**config.mk**
```make
export PLATFORM = sky130hd
export DESIGN_NAME = player_lives_mgr
export DESIGN_NICKNAME = d
export VERILOG_FILES = /design/src/rtl/player_lives_mgr.sv
export SDC_FILE = /design/constraint.sdc
export NUM_CORES = 1
export LEC_CHECK = 0
export CAP_MARGIN = 20
export CORE_MARGIN = 2
export CORE_UTILIZATION = 45
export CTS_BUF_LIST = sky130_fd_sc_hd__clkbuf_4
export CTS_CLUSTER_SIZE = 40
export DETAILED_ROUTE_END_ITERATION = 12
export GPL_ROUTABILITY_DRIVEN = 0
export PLACE_DENSITY = 0.72
export SYNTH_ARGS = -nofsm -noshare
export SYNTH_HDL_FRONTEND = slang
export SYNTH_SLANG_ARGS = --single-unit
```
**constraint.sdc**
```tcl
create_clock -name clk -period 2.3 [get_ports clk]
set_clock_uncertainty 0.05 [all_clocks]
set_input_delay 0.46 -clock clk [delete_from_list [all_inputs] [get_ports clk]]
set_output_delay 0.46 -clock clk [all_outputs]
set_load 0.02 [all_outputs]
```
**src/rtl/player_lives_mgr.sv**
```systemverilog
// Per-player lives, respawn delay and post-respawn shield for the VGA game.
// Define LIVES_BONUS_EN to honour the bonus input; otherwise bonus is ignored.
module player_lives_mgr #(
    parameter int NUM_PLAYERS    = 2,
    parameter int LIVES_W        = 3,
    parameter int START_LIVES    = 3,
    parameter int MAX_LIVES      = 7,
    parameter int RESPAWN_FRAMES = 60,
    parameter int SHIELD_FRAMES  = 120
) (
    input  logic                           clk,
    input  logic                           rst_n,
    input  logic                           frame_tick,
    input  logic                           new_game,
    input  logic                           force_over,
    input  logic [NUM_PLAYERS-1:0]         hit,
    input  logic [NUM_PLAYERS-1:0]         bonus,
    output logic [NUM_PLAYERS*LIVES_W-1:0] lives_left,
    output logic [NUM_PLAYERS-1:0]         visible,
    output logic [NUM_PLAYERS-1:0]         invuln,
    output logic [NUM_PLAYERS-1:0]         life_lost,
    output logic                           game_over
);

    localparam logic [1:0] ST_PLAYING = 2'd0;
    localparam logic [1:0] ST_RESPAWN = 2'd1;
    localparam logic [1:0] ST_SHIELD  = 2'd2;
    localparam logic [1:0] ST_OUT     = 2'd3;

    localparam int TMR_MAX = (RESPAWN_FRAMES > SHIELD_FRAMES) ? RESPAWN_FRAMES : SHIELD_FRAMES;
    localparam int TMR_W   = $clog2(TMR_MAX + 1);

    localparam logic [LIVES_W-1:0] START_L  = LIVES_W'(START_LIVES);
    localparam logic [LIVES_W-1:0] CAP_L    = LIVES_W'(MAX_LIVES);
    localparam logic [TMR_W-1:0]   RESP_T   = TMR_W'(RESPAWN_FRAMES);
    localparam logic [TMR_W-1:0]   SHIELD_T = TMR_W'(SHIELD_FRAMES);
    localparam logic [TMR_W-1:0]   TMR_ONE  = TMR_W'(1);

    logic [1:0]         state_q [NUM_PLAYERS];
    logic [1:0]         state_d [NUM_PLAYERS];
    logic [LIVES_W-1:0] lives_q [NUM_PLAYERS];
    logic [LIVES_W-1:0] lives_d [NUM_PLAYERS];
    logic [TMR_W-1:0]   timer_q [NUM_PLAYERS];
    logic [TMR_W-1:0]   timer_d [NUM_PLAYERS];
    logic [NUM_PLAYERS-1:0] lost_q;
    logic [NUM_PLAYERS-1:0] lost_d;
    logic [NUM_PLAYERS-1:0] bonus_en;

`ifdef LIVES_BONUS_EN
    assign bonus_en = bonus;
`else
    logic unused_bonus;
    assign bonus_en     = '0;
    assign unused_bonus = ^bonus;
`endif

    function automatic logic [LIVES_W-1:0] sat_inc(input logic [LIVES_W-1:0] l);
        return (l >= CAP_L) ? CAP_L : l + 1'b1;
    endfunction

    always_comb begin
        lost_d = '0;
        for (int i = 0; i < NUM_PLAYERS; i++) begin
            state_d[i] = state_q[i];
            lives_d[i] = lives_q[i];
            timer_d[i] = timer_q[i];
            if (new_game) begin
                state_d[i] = ST_PLAYING;
                lives_d[i] = START_L;
                timer_d[i] = '0;
            end else if (force_over) begin
                state_d[i] = ST_OUT;
                lives_d[i] = '0;
                timer_d[i] = '0;
            end else begin
                // Bonus applies first; a simultaneous hit then undoes it, so the net change is 0.
                if (bonus_en[i] && state_q[i] != ST_OUT) begin
                    lives_d[i] = sat_inc(lives_q[i]);
                end
                case (state_q[i])
                    ST_PLAYING: begin
                        if (hit[i]) begin
                            lost_d[i] = 1'b1;
                            if (bonus_en[i]) begin
                                lives_d[i] = lives_q[i];
                                state_d[i] = ST_RESPAWN;
                                timer_d[i] = RESP_T;
                            end else if (lives_q[i] <= LIVES_W'(1)) begin
                                lives_d[i] = '0;
                                state_d[i] = ST_OUT;
                                timer_d[i] = '0;
                            end else begin
                                lives_d[i] = lives_q[i] - 1'b1;
                                state_d[i] = ST_RESPAWN;
                                timer_d[i] = RESP_T;
                            end
                        end
                    end
                    ST_RESPAWN: begin
                        if (frame_tick) begin
                            if (timer_q[i] <= TMR_ONE) begin
                                state_d[i] = ST_SHIELD;
                                timer_d[i] = SHIELD_T;
                            end else begin
                                timer_d[i] = timer_q[i] - 1'b1;
                            end
                        end
                    end
                    ST_SHIELD: begin
                        if (frame_tick) begin
                            if (timer_q[i] <= TMR_ONE) begin
                                state_d[i] = ST_PLAYING;
                                timer_d[i] = '0;
                            end else begin
                                timer_d[i] = timer_q[i] - 1'b1;
                            end
                        end
                    end
                    default: begin
                        state_d[i] = ST_OUT;
                    end
                endcase
            end
        end
    end

    always_ff @(posedge clk or negedge rst_n) begin
        if (!rst_n) begin
            for (int i = 0; i < NUM_PLAYERS; i++) begin
                state_q[i] <= ST_PLAYING;
                lives_q[i] <= START_L;
                timer_q[i] <= '0;
            end
            lost_q <= '0;
        end else begin
            for (int i = 0; i < NUM_PLAYERS; i++) begin
                state_q[i] <= state_d[i];
                lives_q[i] <= lives_d[i];
                timer_q[i] <= timer_d[i];
            end
            lost_q <= lost_d;
        end
    end

    // All outputs are decoded from registered state only.
    always_comb begin
        lives_left = '0;
        visible    = '0;
        invuln     = '0;
        game_over  = 1'b1;
        for (int i = 0; i < NUM_PLAYERS; i++) begin
            lives_left[i*LIVES_W +: LIVES_W] = lives_q[i];
            visible[i] = (state_q[i] == ST_PLAYING) || (state_q[i] == ST_SHIELD);
            invuln[i]  = (state_q[i] == ST_RESPAWN) || (state_q[i] == ST_SHIELD);
            if (state_q[i] != ST_OUT) begin
                game_over = 1'b0;
            end
        end
    end

    assign life_lost = lost_q;

endmodule

```
; ---- Yosys cells after proc, flatten, opt, wreduce, memory -nomap -nowiden
; Index checks and enable logic that the tools add are counted.
[totals]
latch_bits = 0
output_inout_bits = 13
mem_count = 0
inputBits = 9
ramBits = 0
mem_bits_ro = 0
reg_bits = 26
[classes]
n_mux = 56
n_lt_le_gt_ge = 4
n_div = 0
n_addsub = 4
n_reduce_logical = 18
n_mul = 0
n_bitwise = 0
n_eq_ne = 16
shifts = 0
[ops]
columns = operator, n
row1 = $mux 7, 14
row2 = $pmux 7 s3, 2
row3 = $ne 4x4->1 const B, 10
row4 = $mux 2, 16
row5 = $mux 3, 10
row6 = $le 7x1->1 const B, 2
row7 = $sub 7x1->7 const B, 2
row8 = $mux 6, 2
row9 = $pmux 2 s3, 2
row10 = $reduce_bool 3->1, 4
row11 = $mux 1, 10
row12 = $reduce_and 5->1, 2
row13 = $reduce_bool 5->1, 2
row14 = $reduce_and 4->1, 2
row15 = $le 3x1->1 const B, 2
row16 = $sub 3x1->3 const B, 2
row17 = $eq 2x1->1 const B, 2
row18 = $eq 2x2->1 const B, 2
row19 = $logic_not 2->1, 2
row20 = $logic_or 1x1->1, 4
row21 = $ne 2x2->1 const B, 2
row22 = $reduce_and 2->1, 2

; ---- Logic depth before layout (Yosys ltp)
; Gate-level depths: netlist of run 1.
[logic_depth]
word_depth = 6
ltp_mapped = 6

; ---- Worst setup path after synthesis of run 1
; Ideal clock, no wire load.
[synth_path]
path_type = register to register
from = reg state_q[0] in the netlist's numbering
to = reg timer_q[6] in the netlist's numbering
path_stages_with_launch = 7
slack_ns = 0.228
arrival_ns = 1.902
path_cell_list = dfrtp_1 inv_1 ha_1 or3b_2 a21oi_2 mux2_2 o211a_1
[synth_between]
elab_chain_len = 4
word_cells_on_any_way = 11
classes_between = eq/ne: 5 / mux: 3 / reduce/logical: 3
[synth_rtl]
columns = item, line_no
row1 = from (decl), 39  ; logic [1:0] state_q [NUM_PLAYERS];
row2 = "from (signal, indexed assignment)", 137  ; state_q[i] <= state_d[i];
row3 = "$eq 2x2->1, or another cell as far along", 80  ; case (state_q[i])
row4 = $pmux 7 s3, 80
row5 = $mux 7, 71  ; end else if (force_over) begin
row6 = $mux 7, 67  ; if (new_game) begin
row7 = "to (signal, indexed assignment)", 139  ; timer_q[i] <= timer_d[i];
row8 = to (decl), 43  ; logic [TMR_W-1:0] timer_q [NUM_PLAYERS];
; Several ways; a longest one is shown, not always the timed one.
; A chain may end at the register's enable or synchronous reset.

; ---- Final worst setup path of run 1
[layout_path]
from = reg state_q[2] in the netlist's numbering
to = out visible[0]
[layout_between]
elab_chain_len = 2
word_cells_on_any_way = 3
classes_between = eq/ne: 1 / reduce/logical: 2
[layout_rtl]
columns = item, line_no
row1 = $eq 2x2->1 / $logic_not 2->1 (equally long branches), 153  ; visible[i] = (state_q[i] == ST_PLAYING) || (state_q[i] == ST_SHIELD);
row2 = $logic_or 1x1->1 *, 153
row3 = to (decl), 19  ; output logic [NUM_PLAYERS-1:0] visible,
; Every way passes the cells marked *; elsewhere a longest branch is shown, timed or not.

==> impl_results.md, run 1 <==
- Outcome: finished clean
- Combinational power share: 0.484
- Initial antenna violation count: 0
- First-pass GRT wire length: approximately 7 mm
- IO Count: 22
- Top cell type's share of synthesized area: 0.287
- Post-synth ARST share: 1.00
- Sequential cell area: ~660 um^2
- Worst Path Max Fanout: 5
- Top area cells in the synthesized netlist: dfrtp_1 29%, ha_1 11%, dfstp_2 5.5%
- Library cells used by synthesis: 54
- Final Hold Vio Count: 0
- Worst EP arrival: about 1700 ps
- Maximum clock rate: 460 MHz
- Share of cells above drive strength 1: 0.174
- Critical path type: reg -> out
- CTS clk-pin slew, worst paths: around 160 ps
- Clk Latency, worst-skew pair: around 330 ps
- Max VDD drop: roughly 500 uV
- Root Driver: clkbuf_4
- Critical path capture point type: primary output
- Fillers: between 300 and 400
- Synth Register Bits: 26
- Nets@finish: approximately 270
- Gr usage total: 0.179
- Sink Count: 26
- P_sw: 0.655 mW
- Pwr/cell area: roughly 750 nW/um^2
- Register area share after synthesis: 0.342
- Hold Crit Class: in -> async
- Slew Limit Fails: 0
- Row cnt: 23
- Critical path's largest stage delay: around 430 ps
- Max-cap violations: 0
- Period minus WS final: about 2200 ps
- Startpoint Class: register
- Crit path setup slack, layout: about 120 ps
- Period utilisation layout: 0.946
- CP max-delay cell: dfrtp_1
- Total wire length: 4.12 mm
- Post-synth EDFFs: 0
- Vias in the first global route: ~1600
- Routed vias/inst: 5.62
- Chip width: 69.3 um
- RSZ-0062 raised after global routing: false
- Die height: 69.3 um
- Cell count after placement: roughly 290
- Vias: approximately 1700
- Number of port buffers: 19
- Cell area after synthesis: around 1900 um^2
- Bufs on Longest Clock Path: 2
- Core area: roughly 4100 um^2
- Warnings, synthesis: 0
- Synthesized area per cell: around 9 um^2
- DP Worst Slack: around 95 ps
- Primary FF master, synth: dfrtp_1
- Worst Tran Pin Value: 559 ps
- Pre-antenna DRT Iters: 4
- Total leakage power: between 1 and 1.5 nW
- Sequential power share: 0.328
- Initial DRC count: 111
- P_int: around 1.1 mW
- Area of the multi-input gates: 1160 um^2
- Critical path cell sequence: inv_1 -> ha_1 -> or2_2 -> clkdlybuf4s15_1
- Req. time, crit path: about 1800 ps
- Drc violations: 0
- Fin util: 0.572
- N_diodes: 0
- CTS tree: built
- Post-DP HPWL: slightly above 3 mm
- Htree depth: 1
- Largest net degree at the start of global routing: 27
- Total CTS buffers: 3
- Initial Utilization: 0.472
- Antenna-violating nets left: 0
- Clock share of power: 0.188
- Max-slew headroom: 0.618
- Die ar.: about 4800 um^2
- DR WL/cell: ~14 um
- Final cell count without fillers: 297
- Final Setup Violations: 0
- Sum Neg Setup Slack: 0 ps
- Overflow after GRT: 0
- Net Sw Frac: 0.377
- Synth Net Count: between 200 and 250
- P&R area growth vs syn: 21.1%
- Area leader, netlist: dfrtp_1
- Cell count after synthesis: between 200 and 250
## power groups by stage
stage | clock network, mW | registers, mW | logic [mW]
finish | 0.326 | 0.569 | 0.841
global route | 0.353 | 0.579 | 0.930
CTS | 0.338 | 0.568 | 0.827
detailed placement | 0 | 0.579 | 0.823
global placement | 0 | 0.578 | 0.818
floorplan | 0 | 0.579 | 0.541
## synthesized netlist by cell type (5+ instances only)
library cell / number
dfrtp_1: 22
a21oi_1: 19
inv_1: 19
ha_1: 17
nor2_1: 16
o21ai_0: 14
nor3_1: 9
nand2_1: 6
o21bai_1: 6
nand3_1: 5
nor2b_1: 5
## layout by cell type, fill, tap and decap left out, types with 5 or more instances in the layout
| master | instances |
|---|---|
| a21oi_1 | 19 |
| nor2b_1 | 5 |
| nand2_1 | 6 |
| dfrtp_1 | 21 |
| clkdlybuf4s50_1 | 14 |
| nand3_1 | 5 |
| buf_4 | 16 |
| inv_1 | 19 |
| o21bai_1 | 6 |
| ha_1 | 15 |
| o21ai_0 | 14 |
| nor2_1 | 16 |
| nor3_1 | 9 |
## critical path: cells and delay by family, from the launching register on
kind | cells | cell delay [ps]
adders and majority gates | 1 | 240
buffers and inverters | 2 | 370
DFF | 1 | 430
and+or+nand+nor | 1 | 300
## routing by layer
layer / wire (um) / vias to the layer above / track usage
met4: 60 / 0 / 0.0436
met3: 174 / 8 / 0.0378
met1: 1960 / 772 / 0.248
met5: 0 / - / 0
li1: - / 847 / -
met2: 1930 / 41 / 0.285
## sequential cells by signal, summed over array words and instances, names as in the netlist
name        flops
life_lost       2
lives_left      6
state_q         4
timer_q        14
## final cells by class
class	count	share of cell area
clock buffer	3	0.00970
clock inverter	1	0.0129
inverter	19	0.0307
multi-input combinational	163	0.502
sequential	26	0.283
tap	50	0.0270
timing repair buffer	35	0.135
## stage by stage
step | instance area (um^2) | power, mW | hold slack [ps]
after floorplan | 1920 | 1.12 | 114
after global placement | 2240 | 1.40 | 481
after detailed placement | 2240 | 1.40 | 501
after CTS | 2300 | 1.73 | 434
after global routing | 2320 | 1.86 | 454
final | 2320 | 1.74 | 433
## final timing paths
| kind | cells past startpoint | endpoint | slack [ps] | start |
|---|---|---|---|---|
| hold / removal | 2 | life_lost[0] | 430 | rst_n |
| setup / recovery | 4 | visible[0] | 120 | state_q[2] |
| hold reg to reg | 1 | state_q[3] | 540 | state_q[3] |
| setup reg to reg | 4 | state_q[3] | 130 | timer_q[11] |
| max in group asynchronous | 2 | lives_left[1] | 1470 | rst_n |
| min in group clk | 1 | state_q[3] | 540 | state_q[3] |
## repair_timing
item	CTS	global route
setup endpoints to repair	3	4
hold buffers	0	0
gates resized for setup	3	6
buffers inserted	1	1
## logic make-up after synthesis
kind of cell | count (synthesis) | share of synthesized area
adders and majority gates | 17 | 0.111
buffers and inverters | 23 | 0.0529
and+or+nand+nor | 68 | 0.198
AOI/OAI and AO/OA | 67 | 0.238
DFF | 26 | 0.342
muxes | 7 | 0.0398
xor gates and xnor gates | 4 | 0.0183
Note: power is estimated with default switching activity, not from simulation.
==> inputs of run 2 (changes only) <==
--- a/config.mk
+++ b/config.mk
@@ -7,12 +7,12 @@
 export LEC_CHECK = 0
 export CAP_MARGIN = 20
 export CORE_MARGIN = 2
-export CORE_UTILIZATION = 45
+export CORE_UTILIZATION = 55
 export CTS_BUF_LIST = sky130_fd_sc_hd__clkbuf_4
 export CTS_CLUSTER_SIZE = 40
 export DETAILED_ROUTE_END_ITERATION = 12
 export GPL_ROUTABILITY_DRIVEN = 0
-export PLACE_DENSITY = 0.72
+export PLACE_DENSITY = 0.84
 export SYNTH_ARGS = -nofsm -noshare
 export SYNTH_HDL_FRONTEND = slang
 export SYNTH_SLANG_ARGS = --single-unit
==> run 2 against run 1 <==
  * Critical path depth is the same
  * Clock-buffer cell count is the same
  * Largest power group unchanged
  * Routed wire length grew 2.7%
  * Clock power shrank 37%
  * Worst setup slack lost 48 ps
  * Largest cell class unchanged
  * Hold slack lost 20 ps
  * Final cell count shrank 1.0%
  * Sequential cell count is the same
  * Highest routed layer unchanged
==> impl_results.md, run 2 (synthesis results as in run 1) <==
- Outcome: finished clean
- Cell area after layout: around 2300 um^2
- P_int: just under 1 mW
- Req. time, crit path: 1790 ps
- Fin util: 0.688
- Chip width: between 60 and 70 um
- IO Count: 22
- M2 GR Usage: 0.392
- Period minus WS final: around 2200 ps
- N_diodes: 0
- First-pass GRT wire length: between 6 and 7 mm
- Total Power: roughly 1.6 mW
- DR WL/cell: around 14 um
- GRT Max-Usage Layer: met2
- Vias: roughly 1700
- Sequential power share: 0.349
- Nets@finish: 276
- Initial DRC count: 110
- Max-slew headroom: 0.708
- R2R Path End: state_q[3]
- CTS tree: built
- Final Hold Vio Count: 0
- Fillers: 262
- Bufs on Longest Clock Path: 2
- Combinational power share: 0.524
- Pre-antenna DRT Iters: 4
- Worst EP arrival: 1710 ps
- Critical path's largest stage delay: approximately 420 ps
- Critical path capture point type: primary output
- Routed vias/inst: between 5 and 6
- Max VDD drop: a little over 600 uV
- Root Driver: clkbuf_4
- Initial Utilization: 0.574
- Core area: 3340 um^2
- Initial antenna violation count: 0
- Die ar.: approximately 4000 um^2
- Cell count after placement: around 290
- P_sw: between 0.6 and 0.7 mW
- P&R area growth vs syn: 19.8%
- Clock share of power: 0.128
- Buf+Inv Stages, Crit Path: 2
- GR met1 Demand/Resource: 0.274
- Worst Tran Pin Value: about 430 ps
- Period utilisation layout: 0.967
- Worst r2r src: timer_q[11]
- Largest register FFs: 14
- Critical path cell sequence: inv_1 -> ha_1 -> or2_2 -> dlygate4sd2_1
- Clk Latency, worst-skew pair: around 340 ps
- Share of cells above drive strength 1: 0.169
- Reg2reg setup slack: about 100 ps
- CP max-delay cell: dfrtp_1
- Final cell count without fillers: 294
- R2R cell count: 4
- Largest net degree at the start of global routing: 27
- Startpoint Class: register
- RSZ-0062 raised after global routing: false
- Number of port buffers: 19
- Reg with most FFs: timer_q
- Commonest cells after routing, fill and taps aside: 22 x dfrtp_1, 19 x inv_1, 18 x a21oi_1, 18 x buf_4, 17 x ha_1
- Commonest non-fill, non-tap cell in the layout: dfrtp_1
- Largest delay contributor family on the critical path: flip-flops
- Total CTS buffers: 3
- Drc violations: 0
- Hold Crit Class: in -> async
- Met3 Use GR: 0.0378
- Sink Count: 26
- Final Setup Violations: 0
- Total wire length: 4.23 mm
- Pwr/cell area: a little over 700 nW/um^2
- Total leakage power: approximately 1.1 nW
- Antenna-violating nets left: 0
- Overflow after GRT: 0
- Slew Limit Fails: 0
- Max-cap violations: 0
- Gr usage total: 0.217
- CTS clk-pin slew, worst paths: approximately 150 ps
- Htree depth: 1
- Sum Neg Setup Slack: 0 ps
- Worst Path Max Fanout: 7
- Vias in the first global route: roughly 1500
- Hold_ws: slightly above 400 ps
- Row cnt: 21
- Cell Area, Placed: 2240 um^2
- Crit path setup slack, layout: roughly 76 ps
- Maximum clock rate: 450 MHz
- Critical path type: reg -> out
- DP Worst Slack: about 97 ps
- Die height: 63.0 um
- Net Sw Frac: 0.406
- Post-DP HPWL: a little over 3 mm
-- run 2: power groups by stage --
stage	Sequential, mW	Clock [mW]	Combinational, mW
after floorplan	0.579	0	0.541
after global placement	0.577	0	0.807
after detailed placement	0.579	0	0.823
after CTS	0.567	0.210	0.829
after global routing	0.573	0.227	0.931
final	0.567	0.207	0.851
-- run 2: what timing repair did --
action,CTS,global route
endpoints found under the setup margin,3,7
resized for setup,3,3
setup buffers,2,2
hold endpoints to repair,0,0
hold buffers,0,0
-- run 2: how the worst max path moves through the flow --
stage	startpoint	endpoint	slack [ps]	cells after the start
final	state_q[3]	visible[0]	80	4
after global routing	state_q[3]	visible[0]	10	4
after CTS	state_q[2]	invuln[0]	20	3
after detailed placement	hit[0]	timer_q[7]	100	6
after global placement	hit[0]	timer_q[12]	120	5
after floorplan	state_q[0]	timer_q[6]	230	6
-- run 2: routing by layer --
metal,share of wire,wire length (um)
met4,0.0073,31
met5,0,0
met1,0.45,1910
met3,0.043,181
met2,0.50,2110
-- run 2: area by class of cell --
| cell class | instances | area [um^2] | area share |
|---|---|---|---|
| Multi-Input combinational cell | 163 | 1160 | 0.507 |
| Timing Repair Buffer | 37 | 327 | 0.142 |
| Tap cell | 46 | 57.6 | 0.0251 |
| Clock buffer | 3 | 22.5 | 0.00980 |
| Sequential cell | 26 | 656 | 0.285 |
| Inverter | 19 | 71.3 | 0.0310 |
==> inputs of run 3 (changes only) <==
==> constraint.sdc (replaced) <==
create_clock -name clk -period 2.3 [get_ports clk]
set_clock_uncertainty 0.05 [all_clocks]
set_input_delay 0.345 -clock clk [delete_from_list [all_inputs] [get_ports clk]]
set_output_delay 0.345 -clock clk [all_outputs]
set_load 0.02 [all_outputs]
==> run 3 against run 2 <==
  * Cell area decreased by 0.93%
  * Register-to-register slack about the same
  * First-iteration DRC count increased by 27%
  * Largest power group unchanged
  * Highest routed layer unchanged
==> impl_results.md, run 3 (synthesis results as in run 1) <==
- Initial antenna violation count: 0
- Cell area after layout: roughly 2300 um^2
- Commonest non-fill, non-tap cell in the layout: dfrtp_1
- Routed vias/inst: between 5 and 6
- Vias in the first global route: 1587
- Critical path type: reg -> reg
- IO Count: 22
- Commonest cells after routing, fill and taps aside: 22 x dfrtp_1, 19 x inv_1, 19 x a21oi_1
- Worst EP arrival: 2380 ps
- Post-DP HPWL: 3.00 mm
- Sum Neg Setup Slack: 0 ps
- Period minus WS final: approximately 2200 ps
- Overflow after GRT: 0
- Bufs on Longest Clock Path: 2
- Cell Area, Placed: ~2200 um^2
- Die ar.: approximately 4000 um^2
- Final Hold Vio Count: 0
- Row cnt: 21
- First-pass GRT wire length: just over 7 mm
- Nets@finish: 270
- CTS clk-pin slew, worst paths: 160 ps
- Root Driver: clkbuf_4
- Core area: 3340 um^2
- Combinational power share: 0.473
- Clk Latency, worst-skew pair: about 340 ps
- P_sw: around 0.66 mW
- Slew Limit Fails: 0
- CTS tree: built
- Worst Path Max Fanout: 5
- Period utilisation layout: 0.952
- Antenna-violating nets left: 0
- Gr usage total: 0.219
- Reg with most FFs: timer_q
- Htree depth: 1
- Total leakage power: slightly above 1 nW
- DR WL/cell: 14.5 um
- Clock share of power: 0.194
- Total CTS buffers: 3
- DP Worst Slack: roughly 140 ps
- Crit path setup slack, layout: 110 ps
- P_int: 1.05 mW
- Pre-antenna DRT Iters: 4
- Startpoint Class: register
- Final Setup Violations: 0
- Sink Count: 26
- Share of cells above drive strength 1: 0.148
- Largest net degree at the start of global routing: 27
- N_diodes: 0
- RSZ-0062 raised after global routing: false
- Req. time, crit path: around 2500 ps
- Max VDD drop: between 400 and 500 uV
- Critical path capture point type: register
- Initial DRC count: 140
- Maximum clock rate: roughly 460 MHz
- Outcome: finished clean
- Hold Crit Class: in -> async
- Largest register FFs: 14
- Drc violations: 0
- Vias: 1641
- Hold-fix buffers, CTS: 0
- Number of port buffers: 19
- Total wire length: 4.20 mm
- P&R area growth vs syn: 18.7%
- Max-slew headroom: 0.708
- Net Sw Frac: 0.386
- Initial Utilization: 0.574
- Die height: roughly 63 um
- Chip width: roughly 63 um
- Max-cap violations: 0
- Worst Tran Pin Value: between 400 and 500 ps
- R2R cell count: 4
- Pwr/cell area: about 750 nW/um^2
- Sequential power share: 0.333
[run 3: cell types whose count changed in the layout (fill, tap and decap cells not counted), sizes merged]
cell,change
buf,-6
bufinv,+1
clkdlybuf4s50,+1
dlymetal6s2s,-1
[run 3: power by group through the flow]
stage	registers, mW	logic (mW)	clock network [mW]
2_1_floorplan	0.579	0.541	0
3_3_place_gp	0.577	0.789	0
3_5_place_dp	0.579	0.805	0
4_1_cts	0.568	0.811	0.335
5_1_grt	0.577	0.886	0.351
6_report	0.571	0.812	0.333
[run 3: area by class of cell]
cell class / count / area (um^2)
Clock inverter: 1 / 30.0
Tap cell: 46 / 57.6
Inverter: 19 / 71.3
Multi-Input combinational cell: 163 / 1160
Sequential cell: 26 / 656
Fill cell: 281 / 1060
Timing Repair Buffer: 31 / 279
Clock buffer: 3 / 22.5
[run 3: repair_timing]
action | 4_1_cts | 5_1_grt
resized for setup | 3 | 1
setup endpoints to repair | 3 | 1
buffers inserted | 1 | 0
[run 3: critical path, stage by stage (launching register included)]
cell	delay (ps)
dfrtp_1	460
or4_4	580
or3_4	430
o221ai_2	220
mux2_1	350
[run 3: worst paths after layout]
check / slack, ps / end / startpoint
min in group clk: 520 / state_q[3] / state_q[3]
max: 110 / state_q[2] / timer_q[11]
min reg2reg: 520 / state_q[3] / state_q[3]
min: 290 / lives_left[2] / rst_n
max in group asynchronous: 1590 / lives_left[3] / rst_n
max reg2reg: 110 / state_q[2] / timer_q[11]
[run 3: per-stage QoR]
step,utilization,hold slack [ps],power (mW),std cells
after global routing,0.682,335,1.81,289
after CTS,0.681,310,1.71,289
after detailed placement,0.664,489,1.38,284
after floorplan,-,-0.591,1.12,212
final,0.682,287,1.72,289
after global placement,0.664,479,1.37,284
[run 3: metal layers]
layer,part of all wire,up-vias,GRT usage
met5,0,-,0
li1,-,831,-
met4,0.0074,0,0.0417
met1,0.47,759,0.281
met2,0.48,44,0.382
met3,0.044,7,0.0450
